===== src/rtl/alarm_clock_ctrl.sv =====
// Alarm clock sequencer: keeps current/alarm time, handles set modes and ringing.
// Optional snooze support is built when ALARM_SNOOZE_EN is defined.
module alarm_clock_ctrl #(
  parameter int unsigned TICK_DIV     = 4,
  parameter int unsigned TIME_MAX     = 15,
  parameter int unsigned RING_TICKS   = 8,
  parameter int unsigned SNOOZE_TICKS = 3
) (
  input  logic       clock,
  input  logic       reset_n,
  input  logic       set_time,
  input  logic       set_alarm,
  input  logic       inc,
  input  logic       show_btn,
  input  logic       alarm_en,
  input  logic       alarm_off,
  input  logic       snooze,
  output logic [3:0] current_time,
  output logic [3:0] alarm_time,
  output logic       show_a,
  output logic       sound_alarm,
  output logic [1:0] mode,
  output logic       snoozing
);

  localparam int unsigned TIME_W = 4;
  localparam int unsigned PRE_W  = (TICK_DIV > 2) ? $clog2(TICK_DIV) : 1;
  localparam int unsigned RING_W = $clog2(RING_TICKS + 1);

  typedef enum logic [1:0] {
    RUN       = 2'b00,
    SET_TIME  = 2'b01,
    SET_ALARM = 2'b10,
    RINGING   = 2'b11
  } state_e;

  state_e              state_q, state_d;
  logic [PRE_W-1:0]    pre_q, pre_d;
  logic [TIME_W-1:0]   time_q, time_d;
  logic [TIME_W-1:0]   alarm_q, alarm_d;
  logic [RING_W-1:0]   ring_q, ring_d;
  logic                show_a_q, show_a_d;
  logic                sound_q, sound_d;

  logic                tick_c;
  logic                ring_start_c;
  logic [TIME_W-1:0]   next_time_c;

`ifdef ALARM_SNOOZE_EN
  localparam int unsigned SNZ_W = (SNOOZE_TICKS > 1) ? $clog2(SNOOZE_TICKS + 1) : 1;
  logic                snoozing_q, snoozing_d;
  logic [SNZ_W-1:0]    snz_cnt_q, snz_cnt_d;
`else
  logic                unused_snooze_c;
  assign unused_snooze_c = snooze & (SNOOZE_TICKS != 0);
`endif

  // Increment a 4-bit time value with wrap after TIME_MAX.
  function automatic logic [TIME_W-1:0] wrap_inc(input logic [TIME_W-1:0] v);
    return (v == TIME_W'(TIME_MAX)) ? '0 : v + TIME_W'(1);
  endfunction

  // Next-state, prescaler and time/alarm update.
  always_comb begin
    state_d      = state_q;
    pre_d        = pre_q;
    time_d       = time_q;
    alarm_d      = alarm_q;
    ring_d       = ring_q;
    ring_start_c = 1'b0;
`ifdef ALARM_SNOOZE_EN
    snoozing_d   = snoozing_q;
    snz_cnt_d    = snz_cnt_q;
`endif

    tick_c      = (state_q != SET_TIME) && (pre_q == PRE_W'(TICK_DIV - 1));
    next_time_c = wrap_inc(time_q);

    // Prescaler frozen at 0 while setting time, so it restarts cleanly on exit.
    if (state_q == SET_TIME || tick_c) begin
      pre_d = '0;
    end else begin
      pre_d = pre_q + PRE_W'(1);
    end

    if (tick_c) begin
      time_d = next_time_c;
    end

    unique case (state_q)
      RUN: begin
        if (set_time) begin
          state_d = SET_TIME;
`ifdef ALARM_SNOOZE_EN
          snoozing_d = 1'b0;
`endif
        end else if (set_alarm) begin
          state_d = SET_ALARM;
`ifdef ALARM_SNOOZE_EN
          snoozing_d = 1'b0;
`endif
        end else begin
          if (tick_c && alarm_en && (next_time_c == alarm_q)) begin
            ring_start_c = 1'b1;
          end
`ifdef ALARM_SNOOZE_EN
          if (!alarm_en) begin
            snoozing_d = 1'b0;
          end else if (snoozing_q && tick_c) begin
            if (snz_cnt_q == SNZ_W'(1)) begin
              snoozing_d   = 1'b0;
              snz_cnt_d    = '0;
              ring_start_c = 1'b1;
            end else begin
              snz_cnt_d = snz_cnt_q - SNZ_W'(1);
            end
          end
`endif
          if (ring_start_c) begin
            state_d = RINGING;
            ring_d  = '0;
          end
        end
      end

      SET_TIME: begin
        if (set_time) begin
          state_d = RUN;
        end else if (inc) begin
          time_d = next_time_c;
        end
      end

      SET_ALARM: begin
        if (set_alarm) begin
          state_d = RUN;
        end else if (inc) begin
          alarm_d = wrap_inc(alarm_q);
        end
      end

      RINGING: begin
        if (alarm_off || !alarm_en) begin
          state_d = RUN;
`ifdef ALARM_SNOOZE_EN
          snoozing_d = 1'b0;
        end else if (snooze) begin
          state_d    = RUN;
          snoozing_d = 1'b1;
          snz_cnt_d  = SNZ_W'(SNOOZE_TICKS);
`endif
        end else if (tick_c) begin
          ring_d = ring_q + RING_W'(1);
          if (ring_q + RING_W'(1) == RING_W'(RING_TICKS)) begin
            state_d = RUN;
          end
        end
      end
    endcase

    show_a_d = (state_d == SET_ALARM) || ((state_d == RUN) && show_btn);
    sound_d  = (state_d == RINGING);
  end

  always_ff @(posedge clock or negedge reset_n) begin
    if (!reset_n) begin
      state_q    <= RUN;
      pre_q      <= '0;
      time_q     <= '0;
      alarm_q    <= '0;
      ring_q     <= '0;
      show_a_q   <= 1'b0;
      sound_q    <= 1'b0;
`ifdef ALARM_SNOOZE_EN
      snoozing_q <= 1'b0;
      snz_cnt_q  <= '0;
`endif
    end else begin
      state_q    <= state_d;
      pre_q      <= pre_d;
      time_q     <= time_d;
      alarm_q    <= alarm_d;
      ring_q     <= ring_d;
      show_a_q   <= show_a_d;
      sound_q    <= sound_d;
`ifdef ALARM_SNOOZE_EN
      snoozing_q <= snoozing_d;
      snz_cnt_q  <= snz_cnt_d;
`endif
    end
  end

  assign current_time = time_q;
  assign alarm_time   = alarm_q;
  assign show_a       = show_a_q;
  assign sound_alarm  = sound_q;
  assign mode         = state_q;
`ifdef ALARM_SNOOZE_EN
  assign snoozing     = snoozing_q;
`else
  assign snoozing     = 1'b0;
`endif

endmodule


===== config.mk =====
export PLATFORM = sky130hd
export DESIGN_NAME = alarm_clock_ctrl
export DESIGN_NICKNAME = d
export VERILOG_FILES = /design/src/rtl/alarm_clock_ctrl.sv
export SDC_FILE = /design/constraint.sdc
export NUM_CORES = 1
export LEC_CHECK = 0
export ABC_AREA = 1
export BUFFER_PORTS_ARGS = -buffer_cell sky130_fd_sc_hd__buf_2
export CAP_MARGIN = 0
export CELL_PAD_IN_SITES_DETAIL_PLACEMENT = 1
export CELL_PAD_IN_SITES_GLOBAL_PLACEMENT = 1
export CORE_UTILIZATION = 35
export CTS_BUF_LIST = sky130_fd_sc_hd__clkbuf_8
export DETAILED_ROUTE_END_ITERATION = 16
export PLACE_DENSITY = 0.84
export RECOVER_POWER = 25
export SLEW_MARGIN = 15
export SYNTH_ARGS = -nofsm -noshare
export SYNTH_HDL_FRONTEND = slang
export SYNTH_SLANG_ARGS = --single-unit

===== constraint.sdc =====
create_clock -name clock -period 1.9 [get_ports clock]
set_clock_uncertainty 0.1 [all_clocks]
set_input_delay 0.38 -clock clock [delete_from_list [all_inputs] [get_ports clock]]
set_output_delay 0.38 -clock clock [all_outputs]
set_load 0.005 [all_outputs]

Word-level counts from Yosys, hierarchy flattened
Cells that the tools add are included.
{"block": "op_classes", "addsub": 4, "muxes": 26, "reduce_logical": 13, "bitwise": 1, "eq_ne": 16}
{"cell": "4-bit two-way mux", "count": 11}
{"cell": "2-bit two-way mux", "count": 9}
{"cell": "4-bit by 1-bit adder with 4-bit output, second input constant", "count": 3}
{"cell": "4-bit equality test, second input constant", "count": 3}
{"cell": "2-bit equality test, second input constant", "count": 5}
{"cell": "2-bit inequality test, second input constant", "count": 4}
{"cell": "2-bit one-hot mux with 4 select lines", "count": 1}
{"cell": "4-bit one-hot mux with 2 select lines", "count": 1}
{"cell": "6-bit AND reduction", "count": 1}
{"cell": "4-bit equality test", "count": 1}
{"cell": "1-bit logical AND", "count": 4}
{"cell": "2-bit zero test", "count": 2}
{"cell": "1-bit two-way mux", "count": 4}
{"cell": "2-bit by 1-bit inequality test with 1-bit output, second input constant", "count": 2}
{"cell": "1-bit logical OR", "count": 3}
{"cell": "3-bit AND reduction", "count": 1}
{"cell": "2-bit by 1-bit adder with 2-bit output, second input constant", "count": 1}
{"cell": "2-bit by 1-bit equality test with 1-bit output, second input constant", "count": 1}
{"cell": "2-bit nonzero test", "count": 1}
{"cell": "1-bit zero test", "count": 1}
{"cell": "1-bit NOT", "count": 1}
{"block": "word_totals", "inputBits": 9, "regBits": 18, "output_inout_bits": 13}

Depth between registers and ports, before layout
{"block": "logic_depth", "word_depth": 15, "depth_mapped": 15, "depth_no_buf": 15}

Worst setup path before layout
OpenSTA, ideal clock, no wires.
{"block": "synth_timing", "kind": "register to register", "start": "register time_q[0] (netlist: current_time[0])", "end": "register show_a_q (netlist: show_a)", "arrival_ps": 1437, "setup_ps": 113, "period_less_slack_ps": 1650, "t_required_ps": 1687, "setup_slack_ps": 250, "stages_incl_launch_ff": 15, "path_cell_list": "dfrtp_1 -> ha_1 -> inv_1 -> nand2_1 -> nand3_1 -> nor2_1 -> nand2_1 -> nor2_2 -> nand2_2 -> nand2_1 -> nand2_1 -> nand2_1 -> nand2_2 -> nand2_1 -> inv_1"}
{"block": "synth_between", "elab_chain_cells": 15, "elab_cells_between_ends": 17}
{"item": "start, declared", "line_no": "39", "source": "logic [TIME_W-1:0] time_q, time_d;"}
{"item": "start signal, assigned", "line_no": "181", "source": "time_q <= time_d;"}
{"item": "4-bit by 1-bit adder with 4-bit output / 4-bit equality test (equally long branches)", "line_no": "60", "source": "return (v == TIME_W'(TIME_MAX)) ? '0 : v + TIME_W'(1);"}
{"item": "4-bit two-way mux (*)", "line_no": "60"}
{"item": "4-bit equality test (*)", "line_no": "103", "source": "if (tick_c && alarm_en && (next_time_c == alarm_q)) begin"}
{"item": "1-bit logical AND (*)", "line_no": "103"}
{"item": "1-bit two-way mux (*)", "line_no": "103"}
{"item": "1-bit two-way mux (*)", "line_no": "97", "source": "end else if (set_alarm) begin"}
{"item": "1-bit two-way mux (*)", "line_no": "92", "source": "if (set_time) begin"}
{"item": "1-bit two-way mux (*)", "line_no": "90", "source": "unique case (state_q)"}
{"item": "2-bit two-way mux (*)", "line_no": "119", "source": "if (ring_start_c) begin"}
{"item": "2-bit two-way mux (*)", "line_no": "97"}
{"item": "2-bit two-way mux (*)", "line_no": "92"}
{"item": "2-bit one-hot mux with 4 select lines (*)", "line_no": "90"}
{"item": "2-bit zero test", "line_no": "161", "source": "show_a_d = (state_d == SET_ALARM) || ((state_d == RUN) && show_btn);"}
{"item": "1-bit logical AND", "line_no": "161"}
{"item": "1-bit logical OR (*)", "line_no": "161"}
{"item": "named net show_a_d", "line_no": "42", "source": "logic show_a_q, show_a_d;"}
{"item": "end signal, assigned", "line_no": "184", "source": "show_a_q <= show_a_d;"}
{"item": "end, declared", "line_no": "42"}
The timed path passes the listed nets; every way through them passes the cells marked *. The select of a mux whose other input is x is not followed.
A chain may end at the register's enable or synchronous reset.

Worst setup path in the final report
{"block": "layout_timing", "start": "register time_q[1] (netlist: current_time[1])", "end": "register show_a_q (netlist: show_a)"}
The elaborated chain is that of the path after synthesis.

==> results.py <==
metrics = {
    "status": {
        "outcome": "complete, but fails checks",
        "violations": "negative setup slack",
    },
    "global_routing": {
        "grtUsageTotal_pct": 17.8,
        "antenna_found_initial": 0,
        "grt_pass1_wl_mm": 4.54,
        "grt.overflow.total": 0,
        "grt_max_degree": 19,
        "grt_pass1_vias": 999,
    },
    "placed_design": {
        "place_area_sq_um": 1200,
        "hpwl_mm": 1.95,
        "port_buffers": 19,
        "gp_congestion": 0.774,
        "dp_cells": 190,
    },
    "setup_path": {
        "cp.required_ps": 1950,
        "endpoint_kind": "flop",
        "start_kind": "flop",
        "reg2reg_from": "current_time[1]",
        "cp.arrival_ps": 1980,
        "cp-startpoint": "current_time[1]",
        "crit_fanout": 4,
        "worstRegToRegCells": 14,
        "r2r_setup_slack_ps": -20,
        "r2r-end": "show_a",
        "worstSetupPathType": "flop to flop",
        "crit_path_end": "show_a",
    },
    "sta": {
        "setup_violations": 1,
        "tightest_slew_ps": 994,
        "finalSetupTns_ps": -23.7,
        "max_freq_mhz": 520,
        "finalHoldViolCount": 0,
        "worst_slack_ps": -23.7,
        "relSlewSlack_pct": 33.7,
        "fin_crit_sh_pct": 101,
        "layout_min_cycle_time_ps": 1920,
        "slew_viol_final": 0,
        "rsz0062_at_grt": "true",
    },
    "layout": {
        "fillCellCount": 362,
        "stdcell_area_sq_um": 1300,
        "fin_cells": 198,
        "drive_gt1_share_pct": 27.5,
        "antenna_cells": 0,
        "area_growth_pct": 23.5,
        "nets": 181,
    },
    "clock_tree": {
        "cts-root-buf": "clkbuf_8",
        "clkSinkCount": 18,
        "clock_latency_ps": 250,
        "cts_tree": "done",
        "numCtsBuffers": 3,
        "htreeDepth": 1,
        "clk_pin_slew_ps": 70,
        "ctsLongestPathBuffers": 2,
    },
    "yosys": {
        "synthCells": 139,
        "syn_nets": 152,
        "synth-seq-cells": 18,
        "synth_cell_types": 24,
        "yosysWarnings": 0,
        "syn-cell-area_sq_um": 1060,
        "avgSynthCellArea_sq_um": 7.60,
        "yosysSeqAreaShare_pct": 42.7,
    },
    "floorplanning": {
        "die_w_um": 56.9,
        "die_h_um": 56.9,
        "design.core.area_sq_um": 2810,
        "fp-row-count": 19,
        "initial_core_util_pct": 37.6,
        "die_area_sq_um": 3240,
        "pin_count": 22,
    },
    "detailed_routing": {
        "routedWlPerCell_um": 13.6,
        "drt_wl_total_mm": 2.70,
        "drt-pass1-iter-count": 4,
        "antenna_left": 0,
        "viasPerCell": 5.04,
        "drt_iter0_drc": 24,
        "post-route-drc-count": 0,
        "vias": 997,
    },
    "power": {
        "power_density_nw_per_um2": 1590,
        "netSwitchingFraction_pct": 43.5,
        "peakVddDrop_mv": 0.561,
        "p_int_mw": 1.17,
        "clkPwrFrac_pct": 15.4,
        "power_mw": 2.08,
        "p_seq_share_pct": 33.8,
        "switchingPower_mw": 0.904,
        "p_comb_share_pct": 50.8,
        "leakagePower_nw": 0.724,
    },
    "worst_hold_path": {
        "min_path_type": "primary input to flop",
    },
    "run": {
        "maxCapViolCount": 0,
    },
}
registers in the layout, indices dropped and copies added (netlist names):
| register | cells |
|---|---|
| mode | 2 |
| pre_q | 2 |
| current_time | 4 |
| sound_alarm | 1 |
| ring_q | 4 |
| alarm_time | 4 |
| show_a | 1 |
through the flow:
stage | hold WS, ps | utilization [%] | worst slack [ps]
floorplan | -15.6 | - | 250
global placement | 236 | 42.7 | 171
detailed placement | 244 | 42.7 | 106
CTS | 327 | 45.0 | 36.0
global route | 353 | 46.5 | -120
finish | 326 | 46.5 | -23.7
placed cells by master (no fill, tap or decap), drive strengths merged, types with 2 or more instances in the layout:
cell type / instances
inv: 25
nand4: 3
nor2: 10
xor2: 2
a21oi: 3
buf: 23
nand2: 44
ha: 4
nand3: 14
dfrtp: 18
o21ai: 7
clkbuf: 5
Yosys cell counts:
cell type	n	area (sq um)
nand2_1	34	128
inv_1	23	86.3
dfrtp_1	18	450
nand3_1	14	70.1
nand2_2	9	56.3
nor2_1	8	30.0
ha_1	4	50.1
o21ai_0	4	20.0
a21oi_1	3	15.0
nand4_1	3	18.8
o21ai_1	3	15.0
inv_2	2	7.51
nor2_2	2	12.5
xor2_1	2	17.5
a21boi_1	1	7.51
a22oi_2	1	12.5
buf_4	1	7.51
conb_1	1	3.75
nand2_4	1	11.3
nand3b_1	1	7.51
nor3_1	1	5.00
nor3b_1	1	7.51
o211ai_1	1	7.51
xnor2_1	1	8.76
metal layers:
layer | wire length (um) | GRT usage (%) | vias up | share of wire [%]
met5 | 0 | 0 | - | 0
li1 | - | - | 495 | -
met1 | 1180 | 23.3 | 486 | 44
met2 | 1440 | 30.3 | 12 | 53
met3 | 48 | 1.59 | 4 | 1.8
met4 | 40 | 7.32 | 0 | 1.5
cell families (layout without fill, tap and decap cells):
family	count (synthesis)	after routing	share of synthesized area, %
AND/OR/NAND/NOR	74	74	32.8
buffers and inverters	26	54	9.60
flip-flops	18	18	42.7
AO/OA/AOI/OAI	13	13	7.35
adder cells (fa/ha/maj)	4	4	4.74
XOR/XNOR	3	3	2.49
other	1	1	0.355
critical path: stages, from the launching register on:
cell and delay, ps:
dfrtp_1 440, ha_4 300, inv_2 40, nand2_2 50, nand3_2 60, nor2_1 130, nand2_1 110, nor2_2 140
nand2_2 90, nand2_1 80, nand2_1 50, nand2_1 70, nand2_2 80, nand2_2 70, inv_1 30
power by group through the flow:
| stage | clock (mW) | combinational (mW) | sequential [mW] |
|---|---|---|---|
| after floorplan | 0 | 0.618 | 0.688 |
| after global placement | 0 | 0.888 | 0.687 |
| after detailed placement | 0 | 0.946 | 0.700 |
| after CTS | 0.327 | 0.960 | 0.694 |
| after global routing | 0.346 | 1.20 | 0.728 |
| final | 0.319 | 1.06 | 0.702 |
area by class of cell:
cell class                 count  area [sq um]  area share [%]
multi-input combinational     95           524            40.2
tap                           31          38.8            2.98
inverter                      25          93.8            7.20
timing repair buffer          25           141            10.8
clock buffer                   4          55.1            4.22
sequential                    18           450            34.5
worst min-delay path by stage:
stage	cells after the start	endpoint	from	slack [ps]
after CTS	5	show_a	show_btn	330
final	5	show_a	show_btn	330
after detailed placement	1	ring_q[1]	reset_n	240
after floorplan	0	alarm_time[0]	reset_n	-20
after global routing	5	show_a	show_btn	350
after global placement	1	ring_q[3]	reset_n	240
what timing repair did:
action                     4_1_cts  5_1_grt
gates resized for setup          0        5
setup endpoints to repair        0        6
hold buffers                     1        0
hold endpoints to repair        18        0
buffers inserted                 0        3
No activity file was read; power rests on OpenSTA's default activity.
